## config.mk

```make
export PLATFORM = sky130hd
export DESIGN_NAME = minmax_window_tracker_flat
export DESIGN_NICKNAME = d
export VERILOG_FILES = /design/src/rtl/minmax_pkg.sv /design/src/rtl/minmax_window_tracker_if.sv /design/src/rtl/minmax_window_tracker_cmp.sv /design/src/rtl/minmax_window_tracker.sv /design/src/flat_wrapper.sv
export SDC_FILE = /design/constraint.sdc
export NUM_CORES = 1
export LEC_CHECK = 0
export CORE_ASPECT_RATIO = 0.9
export CORE_MARGIN = 2
export CORE_UTILIZATION = 42
export CTS_CLUSTER_SIZE = 25
export DETAILED_ROUTE_END_ITERATION = 12
export HOLD_SLACK_MARGIN = 0.08
export PLACE_DENSITY = 0.72
export RECOVER_POWER = 100
export SYNTH_ARGS = -nofsm -noshare
export SYNTH_HDL_FRONTEND = slang
export SYNTH_SLANG_ARGS = --single-unit
```

## constraint.sdc

```tcl
create_clock -name clk -period 2.5 [get_ports clk]
set_clock_uncertainty 0.15 [all_clocks]
set_input_delay 0.5 -clock clk [delete_from_list [all_inputs] [get_ports clk]]
set_output_delay 0.5 -clock clk [all_outputs]
set_load 0.02 [all_outputs]
```

## src/rtl/minmax_pkg.sv

```systemverilog
// Shared definitions for the min/max window tracker: FSM state encoding
// and the width helpers used to size the sample counter and index fields.
package minmax_pkg;

  typedef enum logic [1:0] {
    EMPTY = 2'b00,
    ACCUM = 2'b01,
    HOLD  = 2'b10
  } state_t;

  // Ceiling log2; returns 0 for values of 0 or 1.
  function automatic int unsigned clog2_f(input int unsigned value);
    int unsigned width;
    int unsigned span;
    width = 32'd0;
    span  = 32'd1;
    while (span < value) begin
      span  = span << 32'd1;
      width = width + 32'd1;
    end
    return width;
  endfunction

  // Counter must be able to hold the value WIN itself.
  function automatic int unsigned cnt_width_f(input int unsigned win);
    return clog2_f(win + 32'd1);
  endfunction

endpackage

```

## src/rtl/minmax_window_tracker_if.sv

```systemverilog
// Handshake bundle between the sample producer, the min/max window tracker
// and the result consumer. Index outputs exist only with MINMAX_ARGIDX_EN.
interface minmax_window_tracker_if #(
  parameter int N = 4
`ifdef MINMAX_ARGIDX_EN
  , parameter int IDX_W = 2
`endif
);

  logic         in_valid;
  logic         in_ready;
  logic [N-1:0] in_data;
  logic         out_valid;
  logic         out_ready;
  logic [N-1:0] out_min;
  logic [N-1:0] out_max;
  logic         out_all_eq;
`ifdef MINMAX_ARGIDX_EN
  logic [IDX_W-1:0] out_min_idx;
  logic [IDX_W-1:0] out_max_idx;
`endif

  // Producer/consumer side
  modport master (
    output in_valid, in_data, out_ready,
    input  in_ready, out_valid, out_min, out_max,
`ifdef MINMAX_ARGIDX_EN
    input  out_min_idx, out_max_idx,
`endif
    input  out_all_eq
  );

  // Tracker side
  modport slave (
    input  in_valid, in_data, out_ready,
    output in_ready, out_valid, out_min, out_max,
`ifdef MINMAX_ARGIDX_EN
    output out_min_idx, out_max_idx,
`endif
    output out_all_eq
  );

endinterface

```

## src/rtl/minmax_window_tracker_cmp.sv

```systemverilog
// N-bit unsigned magnitude comparator: exactly one of A_gt_B, A_lt_B,
// A_eq_B is high for any pair of inputs.
module minmax_window_tracker_cmp #(
  parameter int N = 4
) (
  input  logic [N-1:0] A,
  input  logic [N-1:0] B,
  output logic         A_gt_B,
  output logic         A_lt_B,
  output logic         A_eq_B
);

  assign A_gt_B = (A > B);
  assign A_lt_B = (A < B);
  assign A_eq_B = (A == B);

endmodule

```

## src/rtl/minmax_window_tracker.sv

```systemverilog
// Min/max window tracker: consumes a valid/ready stream of unsigned N-bit
// samples and emits min, max and an all-equal flag for every WIN accepted
// samples. A pending result backpressures the input until it is taken;
// delivery and the first sample of the next window may share a cycle.
// Optional feature macro: MINMAX_ARGIDX_EN adds out_min_idx/out_max_idx,
// the window position of the first occurrence of the min/max.
module minmax_window_tracker
  import minmax_pkg::*;
#(
  parameter int N   = 4,
  parameter int WIN = 4
) (
  input  logic                   clk,
  input  logic                   rst,
  input  logic                   clear,
  minmax_window_tracker_if.slave bus
);

  localparam int CNT_W = int'(cnt_width_f(WIN));
`ifdef MINMAX_ARGIDX_EN
  localparam int IDX_W = int'(clog2_f(WIN));
`endif

  state_t             state_r;
  state_t             state_nxt_s;
  logic [CNT_W-1:0]   cnt_r;
  logic [CNT_W-1:0]   cnt_inc_s;
  logic [N-1:0]       min_r;
  logic [N-1:0]       max_r;
  logic               eq_r;
  logic               out_valid_r;
  logic [N-1:0]       out_min_r;
  logic [N-1:0]       out_max_r;
  logic               out_all_eq_r;
`ifdef MINMAX_ARGIDX_EN
  logic [IDX_W-1:0]   min_idx_r;
  logic [IDX_W-1:0]   max_idx_r;
  logic [IDX_W-1:0]   out_min_idx_r;
  logic [IDX_W-1:0]   out_max_idx_r;
  logic [IDX_W-1:0]   acc_min_idx_s;
  logic [IDX_W-1:0]   acc_max_idx_s;
`endif

  // Control strobes from the FSM to the datapath
  logic               in_ready_s;
  logic               start_s;
  logic               accum_s;
  logic               finish_s;

  // Comparator results and running-window candidates
  logic               min_gt_s;
  logic               min_lt_s;
  logic               min_eq_s;
  logic               max_gt_s;
  logic               max_lt_s;
  logic               max_eq_s;
  logic               last_s;
  logic [N-1:0]       acc_min_s;
  logic [N-1:0]       acc_max_s;
  logic               acc_eq_s;
  logic               unused_cmp_s;

  minmax_window_tracker_cmp #(.N(N)) u_cmp_min (
    .A      (bus.in_data),
    .B      (min_r),
    .A_gt_B (min_gt_s),
    .A_lt_B (min_lt_s),
    .A_eq_B (min_eq_s)
  );

  minmax_window_tracker_cmp #(.N(N)) u_cmp_max (
    .A      (bus.in_data),
    .B      (max_r),
    .A_gt_B (max_gt_s),
    .A_lt_B (max_lt_s),
    .A_eq_B (max_eq_s)
  );

  // Only strict less-than on min and strict greater-than on max move the
  // extremes, so ties keep the first occurrence. While all samples so far
  // are equal min==max, so a sample must match both to keep the flag.
  assign unused_cmp_s = min_gt_s | max_lt_s;
  assign acc_min_s    = min_lt_s ? bus.in_data : min_r;
  assign acc_max_s    = max_gt_s ? bus.in_data : max_r;
  assign acc_eq_s     = eq_r & min_eq_s & max_eq_s;
  assign cnt_inc_s    = cnt_r + CNT_W'(1);
  assign last_s       = (cnt_inc_s == CNT_W'(WIN));
`ifdef MINMAX_ARGIDX_EN
  // cnt_r is the 0-based position of the sample being accepted
  assign acc_min_idx_s = min_lt_s ? IDX_W'(cnt_r) : min_idx_r;
  assign acc_max_idx_s = max_gt_s ? IDX_W'(cnt_r) : max_idx_r;
`endif

  // FSM state register
  always_ff @(posedge clk) begin
    if (rst) begin
      state_r <= EMPTY;
    end else begin
      state_r <= state_nxt_s;
    end
  end

  // Next state, input readiness and datapath strobes; clear overrides all
  always_comb begin
    state_nxt_s = state_r;
    in_ready_s  = 1'b0;
    start_s     = 1'b0;
    accum_s     = 1'b0;
    finish_s    = 1'b0;
    if (clear) begin
      state_nxt_s = EMPTY;
    end else begin
      case (state_r)
        EMPTY: begin
          in_ready_s = 1'b1;
          if (bus.in_valid) begin
            start_s     = 1'b1;
            state_nxt_s = ACCUM;
          end else begin
            state_nxt_s = EMPTY;
          end
        end
        ACCUM: begin
          in_ready_s = 1'b1;
          if (bus.in_valid) begin
            accum_s = 1'b1;
            if (last_s) begin
              finish_s    = 1'b1;
              state_nxt_s = HOLD;
            end else begin
              state_nxt_s = ACCUM;
            end
          end else begin
            state_nxt_s = ACCUM;
          end
        end
        HOLD: begin
          in_ready_s = bus.out_ready;
          if (bus.out_ready) begin
            if (bus.in_valid) begin
              start_s     = 1'b1;
              state_nxt_s = ACCUM;
            end else begin
              state_nxt_s = EMPTY;
            end
          end else begin
            state_nxt_s = HOLD;
          end
        end
        default: begin
          state_nxt_s = EMPTY;
        end
      endcase
    end
  end

  // Window accumulators, sample counter and the registered result
  always_ff @(posedge clk) begin
    if (rst) begin
      cnt_r         <= {CNT_W{1'b0}};
      min_r         <= {N{1'b0}};
      max_r         <= {N{1'b0}};
      eq_r          <= 1'b0;
      out_valid_r   <= 1'b0;
      out_min_r     <= {N{1'b0}};
      out_max_r     <= {N{1'b0}};
      out_all_eq_r  <= 1'b0;
`ifdef MINMAX_ARGIDX_EN
      min_idx_r     <= {IDX_W{1'b0}};
      max_idx_r     <= {IDX_W{1'b0}};
      out_min_idx_r <= {IDX_W{1'b0}};
      out_max_idx_r <= {IDX_W{1'b0}};
`endif
    end else begin
      out_valid_r <= (state_nxt_s == HOLD);
      if (clear) begin
        cnt_r <= {CNT_W{1'b0}};
      end else if (start_s) begin
        cnt_r     <= CNT_W'(1);
        min_r     <= bus.in_data;
        max_r     <= bus.in_data;
        eq_r      <= 1'b1;
`ifdef MINMAX_ARGIDX_EN
        min_idx_r <= {IDX_W{1'b0}};
        max_idx_r <= {IDX_W{1'b0}};
`endif
      end else if (accum_s) begin
        cnt_r     <= cnt_inc_s;
        min_r     <= acc_min_s;
        max_r     <= acc_max_s;
        eq_r      <= acc_eq_s;
`ifdef MINMAX_ARGIDX_EN
        min_idx_r <= acc_min_idx_s;
        max_idx_r <= acc_max_idx_s;
`endif
      end else begin
        cnt_r <= cnt_r;
      end
      if (finish_s) begin
        out_min_r     <= acc_min_s;
        out_max_r     <= acc_max_s;
        out_all_eq_r  <= acc_eq_s;
`ifdef MINMAX_ARGIDX_EN
        out_min_idx_r <= acc_min_idx_s;
        out_max_idx_r <= acc_max_idx_s;
`endif
      end else begin
        out_min_r <= out_min_r;
      end
    end
  end

  assign bus.in_ready    = in_ready_s;
  assign bus.out_valid   = out_valid_r;
  assign bus.out_min     = out_min_r;
  assign bus.out_max     = out_max_r;
  assign bus.out_all_eq  = out_all_eq_r;
`ifdef MINMAX_ARGIDX_EN
  assign bus.out_min_idx = out_min_idx_r;
  assign bus.out_max_idx = out_max_idx_r;
`endif

endmodule

```

## src/flat_wrapper.sv

```systemverilog
// flat-port wrapper written by rule: the top's interface ports become plain ports
module minmax_window_tracker_flat import minmax_pkg::*;
#(
  parameter int N   = 4,
  parameter int WIN = 4
)
  (clk, rst, clear, bus_in_valid, bus_in_data, bus_out_ready, bus_in_ready, bus_out_valid, bus_out_min, bus_out_max, bus_out_all_eq);
  minmax_window_tracker_if #(.N(N)) bus_i ();
  input  logic clk;
  input  logic rst;
  input  logic clear;
  input wire logic [$bits(bus_i.in_valid)-1:0] bus_in_valid;
  input wire logic [$bits(bus_i.in_data)-1:0] bus_in_data;
  input wire logic [$bits(bus_i.out_ready)-1:0] bus_out_ready;
  output wire logic [$bits(bus_i.in_ready)-1:0] bus_in_ready;
  output wire logic [$bits(bus_i.out_valid)-1:0] bus_out_valid;
  output wire logic [$bits(bus_i.out_min)-1:0] bus_out_min;
  output wire logic [$bits(bus_i.out_max)-1:0] bus_out_max;
  output wire logic [$bits(bus_i.out_all_eq)-1:0] bus_out_all_eq;
  assign bus_i.in_valid = bus_in_valid;
  assign bus_i.in_data = bus_in_data;
  assign bus_i.out_ready = bus_out_ready;
  assign bus_in_ready = bus_i.in_ready;
  assign bus_out_valid = bus_i.out_valid;
  assign bus_out_min = bus_i.out_min;
  assign bus_out_max = bus_i.out_max;
  assign bus_out_all_eq = bus_i.out_all_eq;
  minmax_window_tracker #(.N(N), .WIN(WIN)) u_core (.clk(clk), .rst(rst), .clear(clear), .bus(bus_i));
endmodule
```

==> qor.csv <==
metric,value,unit
status,completed,
CTS Buf Count,3,
maximum VDD drop,260.0,uV
Die Wd,62.62,um
Syn. warnings,0,
fill count,280,
layout cell share with drive strength beyond 1,12.12,%
CTS H-tree depth,1,
Post-synth EDFFs,0,
Critical Path Fanout Max,2,
Setup CP Type,input pin to output port,
DIE AREA,3554,um2
Area contributors post-synth,"dfxtp_1 (37%), mux2i_1 (13%), ha_1 (9.6%)",
Syn Inst Count,138,
Vias/cell,4.928,
final WL,2.486,mm
Worst Hold Path Cells,2,
Post-CTS Hold Buffers,0,
Initial DRT Pass Iterations,4,
Critical Path AT,1.78,ns
Hold Path Sink,u_core.cnt_r[1]$_SDFFE_PP0P_,
Worst Max-Slew Pin Slew,0.4920,ns
min-delay src,u_core.cnt_r[1]$_SDFFE_PP0P_,
Netlist Area Pre-Place,1299,um2
"antenna viol nets, final",0,
pre-CTS setup slack,-0.1018,ns
reg-to-reg critical path endpoint,u_core.bus.out_max[2]$_SDFFE_PP0P_,
"Seq/Total Area, Yosys",36.99,%
grt ovf,0,
vias in the first global route,997,
clk_lat worst skew,0.32,ns
buffer depth of the longest clock path,2,
Lkg Pwr,0.7064,nW
"flops & latches, synth",24,
reg2reg path depth,7,
Root Buffer,clkbuf_4,
predominant post-synthesis flop cell,dfxtp_1,
die height,56.76,um
Synth top area share,36.99,%
Overall Power,816.1,uW
Pwr Density,504.1,nW/um2
PortBufs,19,
# Post-CTS Setup Buffers,0,
mean area per synthesized cell,9.411,um2
Iter 0 DRT Violations,26,
asr flop ratio synth,0,%
Initial Utilization,43.36,%
met3 Use GR,2.405,%
Final min period,2.433,ns
Max Cap Viol,0,
first-pass GRT wire length,4.505,mm
footprint of the multi-input gates,742.0,um2
clock transition at the registers of the reported paths,0.13,ns
CP startpoint kind,input pin,
Slew headroom,67.09,%
I/O Pins,20,
post-route worst setup slack,0.06659,ns
initial antenna violation count,0,
M2 GR Usage,25.19,%
hpwl dp,1.997,mm
Final Hold Vio Count,0,
RSZ-0062 raised after global routing,no,
Placer Congestion,0.7571,
clock sinks,24,
number of max-slew violations in the final report,0,
R2R Setup Slk,0.49,ns
Total Nets Final,185,
largest area contributor in the netlist,dfxtp_1,
Reg area,480.5,um2
drt wl/cell,12.01,um
"Distinct cells, synth",33,
Tcrit/Tclk final,97.34,%
via count,1020,
syn nets,157,
GRT busiest layer,met2,
met1 Track Usage GR,22.04,%
critical path required time,1.85,ns
Critical R2R Launch,u_core.max_r[1]$_SDFFE_PP0P_,
area grow syn2layout,24.66,%
Hold Crit Class,register to register,
CTS tree,done,
GRT Total Usage,15.65,%
num rows,19,
placed insts,203,
antenna cells,0,
core region area,2995,um2
fmax,0.4109,GHz
post-CTS sizing,0,
final setup violation count,0,
"Cell Count, Final, Fillers Out",207,
Critical Path Sink Type,output port,
DR DRC count,0,
largest net degree at the start of global routing,19,
where the power goes:
| group | internal (mW) | switching [mW] |
|---|---|---|
| clock network | 0.162 | 0.123 |
| logic | 0.0648 | 0.0652 |
| registers | 0.393 | 0.00843 |
logic make-up (layout without fill, tap and decap cells):
family                     Yosys count  in the layout  share of synthesized area (%)
AOI/OAI and AO/OA                   21             21                          12.43
xor gates and xnor gates             2              2                          1.349
adders and majority gates           10             10                          9.634
buffers and inverters               14             41                          5.876
DFF                                 24             24                          36.99
muxes                               17             17                          13.10
and+or+nand+nor                     50             50                          20.62
per-layer routing:
layer	routed length, um	up-vias
li1	-	533
met1	1307	467
met2	1074	16
met3	81	4
met4	22	0
met5	0	-
critical path: stages:
cell	delay, ns
clkdlybuf4s50_1	0.47
nand2b_1	0.06
a21oi_1	0.13
clkdlybuf4s50_1	0.61
metrics by stage:
stage                     cell area (um2)  TNS [ns]  utilization [%]  hold slack [ns]
after global routing                 1619         0            54.05           0.3783
final                                1619         0            54.05           0.3485
after floorplan                      1299         0                -           0.3037
after global placement               1570  -0.02378            52.42           0.3167
after detailed placement             1570   -0.5774            52.42           0.3314
after CTS                            1623         0            54.18           0.3495
registers in the layout (all words and copies together), names as in the netlist:
signal	cells
u_core.bus.out_all_eq	1
u_core.bus.out_max	4
u_core.bus.out_min	4
u_core.bus.out_valid	1
u_core.cnt_r	3
u_core.eq_r	1
u_core.max_r	4
u_core.min_r	4
u_core.state_r	2
synthesized netlist by cell type (2+ instances only):
cell type,number
dfxtp_1,24
nand2_1,7
nor3_1,6
ha_1,10
a21oi_1,5
inv_1,8
nor2_1,12
mux2i_1,17
xor2_1,2
clkbuf_1,2
nand2b_1,14
nand3b_1,2
a211oi_1,6
a211oi_2,2
nor2_2,2
nand3_1,2
cell type report:
cell class | count | area share [%]
Clock inverter | 1 | 1.855
Multi-Input combinational cell | 100 | 45.83
Tap cell | 42 | 3.246
Sequential cell | 24 | 29.68
Inverter | 8 | 1.855
Clock buffer | 3 | 1.391
Timing Repair Buffer | 29 | 16.15
placed cells by master (no fill, tap or decap), types with 4 or more instances in the layout:
master,synthesis,final
nand2b_1,14,14
mux2i_1,17,17
ha_1,10,10
clkdlybuf4s50_1,0,7
buf_4,1,8
nor2_1,12,12
clkbuf_4,0,4
dlygate4sd3_1,0,12
a21oi_1,5,5
a211oi_1,6,6
dfxtp_1,24,24
nand2_1,7,7
inv_1,8,8
nor3_1,6,6
how the worst max path moves through the flow:
stage          cells after the start  slack, ns           start                                 end
2_1_floorplan                      5       0.60  bus_in_data[3]        u_core.min_r[0]$_SDFFE_PP0P_
3_3_place_gp                       7      -0.02  bus_in_data[1]  u_core.bus.out_max[2]$_SDFFE_PP0P_
3_5_place_dp                       7      -0.10  bus_in_data[1]  u_core.bus.out_max[2]$_SDFFE_PP0P_
4_1_cts                            4       0.05   bus_out_ready                        bus_in_ready
5_1_grt                            4      0.007   bus_out_ready                        bus_in_ready
6_report                           4       0.07   bus_out_ready                        bus_in_ready
(Power assumes the default switching activity.)
==> variant 1, RTL diff (same settings) <==
`WIN` is set to 4 in 2 places; all go to 6.
--- a/src/rtl/minmax_window_tracker.sv
+++ b/src/rtl/minmax_window_tracker.sv
@@ -8,7 +8,7 @@
   import minmax_pkg::*;
 #(
   parameter int N   = 4,
-  parameter int WIN = 4
+  parameter int WIN = 6
 ) (
   input  logic                   clk,
   input  logic                   rst,
--- a/src/flat_wrapper.sv
+++ b/src/flat_wrapper.sv
@@ -2,7 +2,7 @@
 module minmax_window_tracker_flat import minmax_pkg::*;
 #(
   parameter int N   = 4,
-  parameter int WIN = 4
+  parameter int WIN = 6
 )
   (clk, rst, clear, bus_in_valid, bus_in_data, bus_out_ready, bus_in_ready, bus_out_valid, bus_out_min, bus_out_max, bus_out_all_eq);
   minmax_window_tracker_if #(.N(N)) bus_i ();
Behaviour: not the same (a bounded check fails within 10 cycles, from zero or initial values and one cycle with rst high).
==> variant 1 against the original RTL <==
Sequential share of layout area grew 0.63 points. Fmax increased by 3.8%. Area after synthesis grew 1.2%. Wire length rose by 7.4%. Power increased by 0.12%. Sequential cell count stayed put. Setup slack gained 0.088 ns. Synthesized cell count up 0.72%. First-iteration DRC count is 65% higher. Cell area decreased by 2.1%. Critical path type is now primary input to flop. Highest routed layer unchanged.
==> variant 1: results (changes against the original RTL) <==
[yosys]
syn-num-nets = 158  ; +0.64%
yosys-top-cells-area = dfxtp_1 (37%), mux2i_1 (13%), ha_1 (9.5%), nand2b_1 (6.7%), a211oi_1 (3.4%)
synth_commonest_cells = dfxtp_1 (24), mux2i_1 (17), nand2b_1 (14)
synth_ff_type = dfxtp_1
yosysUniqueCellTypes = 35  ; +6.1%
syn_area_per_cell_um2 = 9.45  ; +0.43%
ys_seq_area_share_pct = 36.6  ; -0.42 points
ys_warn_count = 0  ; unchanged

[final_layout]
final_nets = 181  ; -2.2%
drive_above_1_share_pct = 9.94  ; -2.2 points

[placement]
globalplace.congestion = 0.740  ; -2.2%
dp.cells = 199  ; -2.0%
hpwlAfterDp_um = 2080  ; +4.1%
placed_area_mm2 = 0.00155  ; -1.0%

[critical_path]
cp_top_family = compound AO/OA/AOI/OAI gates
cp_max_fo = 5  ; +3
cp_slowest_cell = clkdlybuf4s50_1
crit_arrival_ns = 2.45  ; +0.67 ns

[clock_network]
clk_pin_slew_ns = 0.15  ; +0.02 ns
clkLatencyLatePin_ns = 0.32  ; about the same
cts-buffers-inserted = 3  ; unchanged
post_cts_buffers = 0  ; unchanged

[routing]
wl_met1_um = 1320  ; +0.92%
wl_met2_um = 1220  ; +14%
routed_wl_um = 2670  ; +7.4%
drt-wirelength-per-cell_um = 13.1  ; +9.5%
route.met3.wl_um = 76  ; -6.2%
drtIter0Drc = 43  ; +65%
first_pass_iters = 4  ; unchanged
detailroute.via_count = 1034  ; +1.4%

[grt]
grt_start_max_net_pins = 20  ; +1
grt_pass1_wl_um = 4600  ; +2.2%
grtUsageTotal_pct = 16.0  ; +0.38 points

[power_and_ir_drop]
ir_worst_vdd_uv = 202  ; -22%
leakage_uw = 0.000683  ; -3.3%

[timing]
slew_headroom_pct = 62.5  ; -4.6 points

[status]
outcome = complete, no violations

-- variant 1: layout make-up --
cell class	count	area [µm²]
Tap cell	42	52.6
Fill cell	287	1430
Sequential cell	24	480
Clock buffer	3	22.5
Timing Repair Buffer	26	226
Clock inverter	1	30.0
Multi-Input combinational cell	98	739
Inverter	9	33.8
-- variant 1: worst register-to-register path, delay by kind of cell, from the launching register on --
kind,cells,cell delay (ns)
AO/OA/AOI/OAI,3,0.58
adder cells (fa/ha/maj),1,0.28
buffers and inverters,1,0.06
flip-flops,1,0.38
multiplexers,1,0.31
AND/OR/NAND/NOR,1,0.13
-- variant 1: kinds of logic after synthesis --
group           count (synthesis)  synth area share, %
buf+inv                        17                 6.76
fa+ha+maj                      10                 9.52
flops                          24                 36.6
xor+xnor                        2                 1.33
mux                            17                 13.0
compound gates                 21                 12.2
simple gates                   48                 20.7
-- variant 1: final timing paths --
| path | startpoint | slack, ns | end | depth (start not counted) |
|---|---|---|---|---|
| worst min-delay path | u_core.bus.out_max[3] | 0.36 | u_core.bus.out_max[3] | 2 |
| worst max-delay path | bus_in_data[1] | 0.15 | u_core.max_r[1] | 7 |
| worst min register to register | u_core.bus.out_max[3] | 0.36 | u_core.bus.out_max[3] | 2 |
| worst max register to register | u_core.max_r[1] | 0.51 | u_core.bus.out_max[3] | 7 |
-- variant 1: repair_timing --
item | in CTS | in global routing
gates resized for setup | 0 | 1
endpoints found under the setup margin | 0 | 1
hold endpoints to repair | 0 | 0
-- variant 1: power breakdown --
group | leakage (µW) | internal [µW] | switching (µW) | total [µW]
sequential | 0.000195 | 393 | 8.11 | 401
clock | 0.0000279 | 162 | 126 | 288
combinational | 0.000460 | 60.8 | 67.6 | 128
total | 0.000683 | 616 | 202 | 817
-- variant 1: layer usage --
metal	up-vias	global-route usage, %
met4	0	5.40
met3	7	2.17
li1	534	-
met2	17	27.2
met1	476	21.2
met5	-	0
-- variant 1: metrics by stage --
stage                     setup WS (ns)  hold slack (ns)  TNS [ns]
after floorplan                   0.600            0.315         0
after global placement          -0.0993            0.324    -0.569
after detailed placement         -0.188            0.338     -2.01
after CTS                        0.0707            0.357         0
after global routing             0.0356            0.374         0
final                             0.155            0.357         0
==> variant 2, RTL diff (same flow settings) <==
Made on the original files. Re-encode `state_t` (3 states) as one-hot, 3 bits wide.
--- a/src/rtl/minmax_pkg.sv
+++ b/src/rtl/minmax_pkg.sv
@@ -2,10 +2,10 @@
 // and the width helpers used to size the sample counter and index fields.
 package minmax_pkg;
 
-  typedef enum logic [1:0] {
-    EMPTY = 2'b00,
-    ACCUM = 2'b01,
-    HOLD  = 2'b10
+  typedef enum logic [2:0] {
+    EMPTY = 3'b001,
+    ACCUM = 3'b010,
+    HOLD  = 3'b100
   } state_t;
 
   // Ceiling log2; returns 0 for values of 0 or 1.
Formal check against the unedited RTL: no difference found for any inputs over 4 cycles, from zero or initial values and one cycle with rst high; so few cycles prove little.
==> variant 2 against the original RTL <==
Area after synthesis increased by 3.5%. Power decreased by 10%. Wire length increased by 11%. Cell area increased by 5.3%. Hold slack improved by 0.0043 ns. First-iteration DRC count increased by 58%. Setup slack improved by 0.10 ns. Sequential cell count increased by 1. Largest cell class unchanged. Critical endpoint unchanged.
==> variant 2: results (changes against the original RTL) <==
[final_layout]
drive_above_1_share_pct = 12.4  ; +0.31 points
fillers = 305  ; +8.9%
antenna_cells = 0  ; unchanged
final_nets = 205  ; +11%

[yosys]
syn-num-nets = 167  ; +6.4%
ys_warn_count = 0  ; unchanged
synth_commonest_cells = dfxtp_1 (25), nor2_1 (18), mux2i_1 (14)
syn_area_per_cell_um2 = 9.08  ; -3.5%
yosysUniqueCellTypes = 30  ; -9.1%
ys_seq_area_share_pct = 37.2  ; +0.25 points
yosys-top-cells-area = dfxtp_1 (37%), mux2i_1 (10%), ha_1 (9.3%), nand2b_1 (5.6%), a211oi_1 (5.0%)
async_reset_ff_share_pct = 0  ; unchanged

[placement]
hpwlAfterDp_um = 2200  ; +9.9%
place_ws_ns = -0.0838  ; +0.0180 ns
portBuffers = 19  ; unchanged
dp.cells = 223  ; +9.9%
globalplace.congestion = 0.866  ; +14%

[clock_network]
cts-buffers-inserted = 3  ; unchanged
post_cts_buffers = 0  ; unchanged
cts_buffer_depth = 2  ; unchanged
h-tree-depth = 1  ; unchanged
cts_resized = 4  ; +4
clock-root-buffer = clkbuf_4
clk_pin_slew_ns = 0.13  ; about the same
clkLatencyLatePin_ns = 0.32  ; about the same

[grt]
grt_pass1_wl_um = 4950  ; +9.8%
grtUsageTotal_pct = 16.7  ; +1.1 points
grt_start_max_net_pins = 18  ; -1
antenna_found_initial = 0  ; unchanged

[status]
outcome = complete, no violations

[critical_path]
cp_max_fo = 7  ; +5
cp_slowest_cell = dfxtp_1
cp_top_family = simple AND/OR/NAND/NOR gates
crit_arrival_ns = 1.68  ; -0.10 ns
slowest_delay_ns = 0.45  ; -0.16 ns

[power_and_ir_drop]
internal-power_uw = 536  ; -13%
ir_worst_vdd_uv = 229  ; -12%
leakage_uw = 0.000727  ; +2.9%

[routing]
first_pass_iters = 4  ; unchanged
via_per_inst = 5.06  ; +2.7%
detailroute.via_count = 1149  ; +13%
drt-wirelength-per-cell_um = 12.1  ; +0.80%
drtIter0Drc = 41  ; +58%

[min_path]
hold_class = flop to flop

[timing]
slew_headroom_pct = 66.1  ; -0.97 points

-- variant 2: changes by cell type in the layout (fill, tap and decap cells not counted), sizes merged, moves of 3 or more --
cell,before,now
nor2,14,18
mux2i,17,14
buf,8,11
clkbuf,5,10
nand2,7,4
o21ai,1,5
nor2b,2,5
-- variant 2: worst paths after layout --
kind	cells past startpoint	slack, ns	to	from
max	4	0.17	bus_in_ready	u_core.state_r[1]
min reg2reg	2	0.35	u_core.bus.out_max[3]	u_core.bus.out_max[3]
min	2	0.35	u_core.bus.out_max[3]	u_core.bus.out_max[3]
max reg2reg	7	0.29	u_core.cnt_r[2]	u_core.state_r[1]
-- variant 2: power by group through the flow --
stage / logic, µW / registers [µW] / clock network [µW]
6_report: 135 / 418 / 181
5_1_grt: 151 / 420 / 200
4_1_cts: 142 / 418 / 186
3_5_place_dp: 142 / 426 / 0
3_3_place_gp: 137 / 426 / 0
2_1_floorplan: 81.5 / 424 / 0
-- variant 2: worst reg2reg max path, stage by stage (launching register included) --
cell,delay (ns)
dfxtp_1,0.45
or3b_1,0.39
clkbuf_1,0.17
nor3b_2,0.37
clkbuf_1,0.26
nand2_1,0.10
xor2_1,0.16
nor2_1,0.06
-- variant 2: area by class of cell --
cell class / instances / area (µm²) / share of cell area [%]
inverters: 7 / 26.3 / 1.54
flip-flops and latches: 25 / 503 / 29.5
clock inverters: 1 / 5.00 / 0.293
repair buffers: 37 / 304 / 17.8
well taps: 42 / 52.6 / 3.08
clock buffers: 3 / 22.5 / 1.32
multi-input cells: 112 / 792 / 46.4
-- variant 2: kinds of logic (layout without fill, tap and decap cells) --
kind of cell,count (synthesis),after routing,synth area share [%]
AND/OR/NAND/NOR,57,57,24.2
buffers and inverters,11,48,3.35
XOR/XNOR,2,2,1.30
multiplexers,14,14,10.4
flip-flops,25,25,37.2
AO/OA/AOI/OAI,29,29,14.2
adder cells (fa/ha/maj),10,10,9.31
-- variant 2: metrics by stage --
stage | setup TNS, ns | total power (µW) | cell area, µm² | util (%)
2_1_floorplan | 0 | 505 | 1340 | -
3_3_place_gp | -0.0576 | 563 | 1700 | 56.0
3_5_place_dp | -0.215 | 568 | 1700 | 56.0
4_1_cts | 0 | 746 | 1730 | 56.9
5_1_grt | 0 | 771 | 1710 | 56.0
6_report | 0 | 733 | 1710 | 56.0
-- variant 2: routing by layer --
| metal | part of all wire, % | GRT usage, % | vias up | wire length, µm |
|---|---|---|---|---|
| met5 | 0 | 0 | - | 0 |
| met4 | 0.29 | 1.86 | 0 | 8 |
| met3 | 4.1 | 4.08 | 2 | 114 |
| met2 | 46 | 27.8 | 20 | 1270 |
| met1 | 49 | 23.0 | 530 | 1360 |
| li1 | - | - | 597 | - |
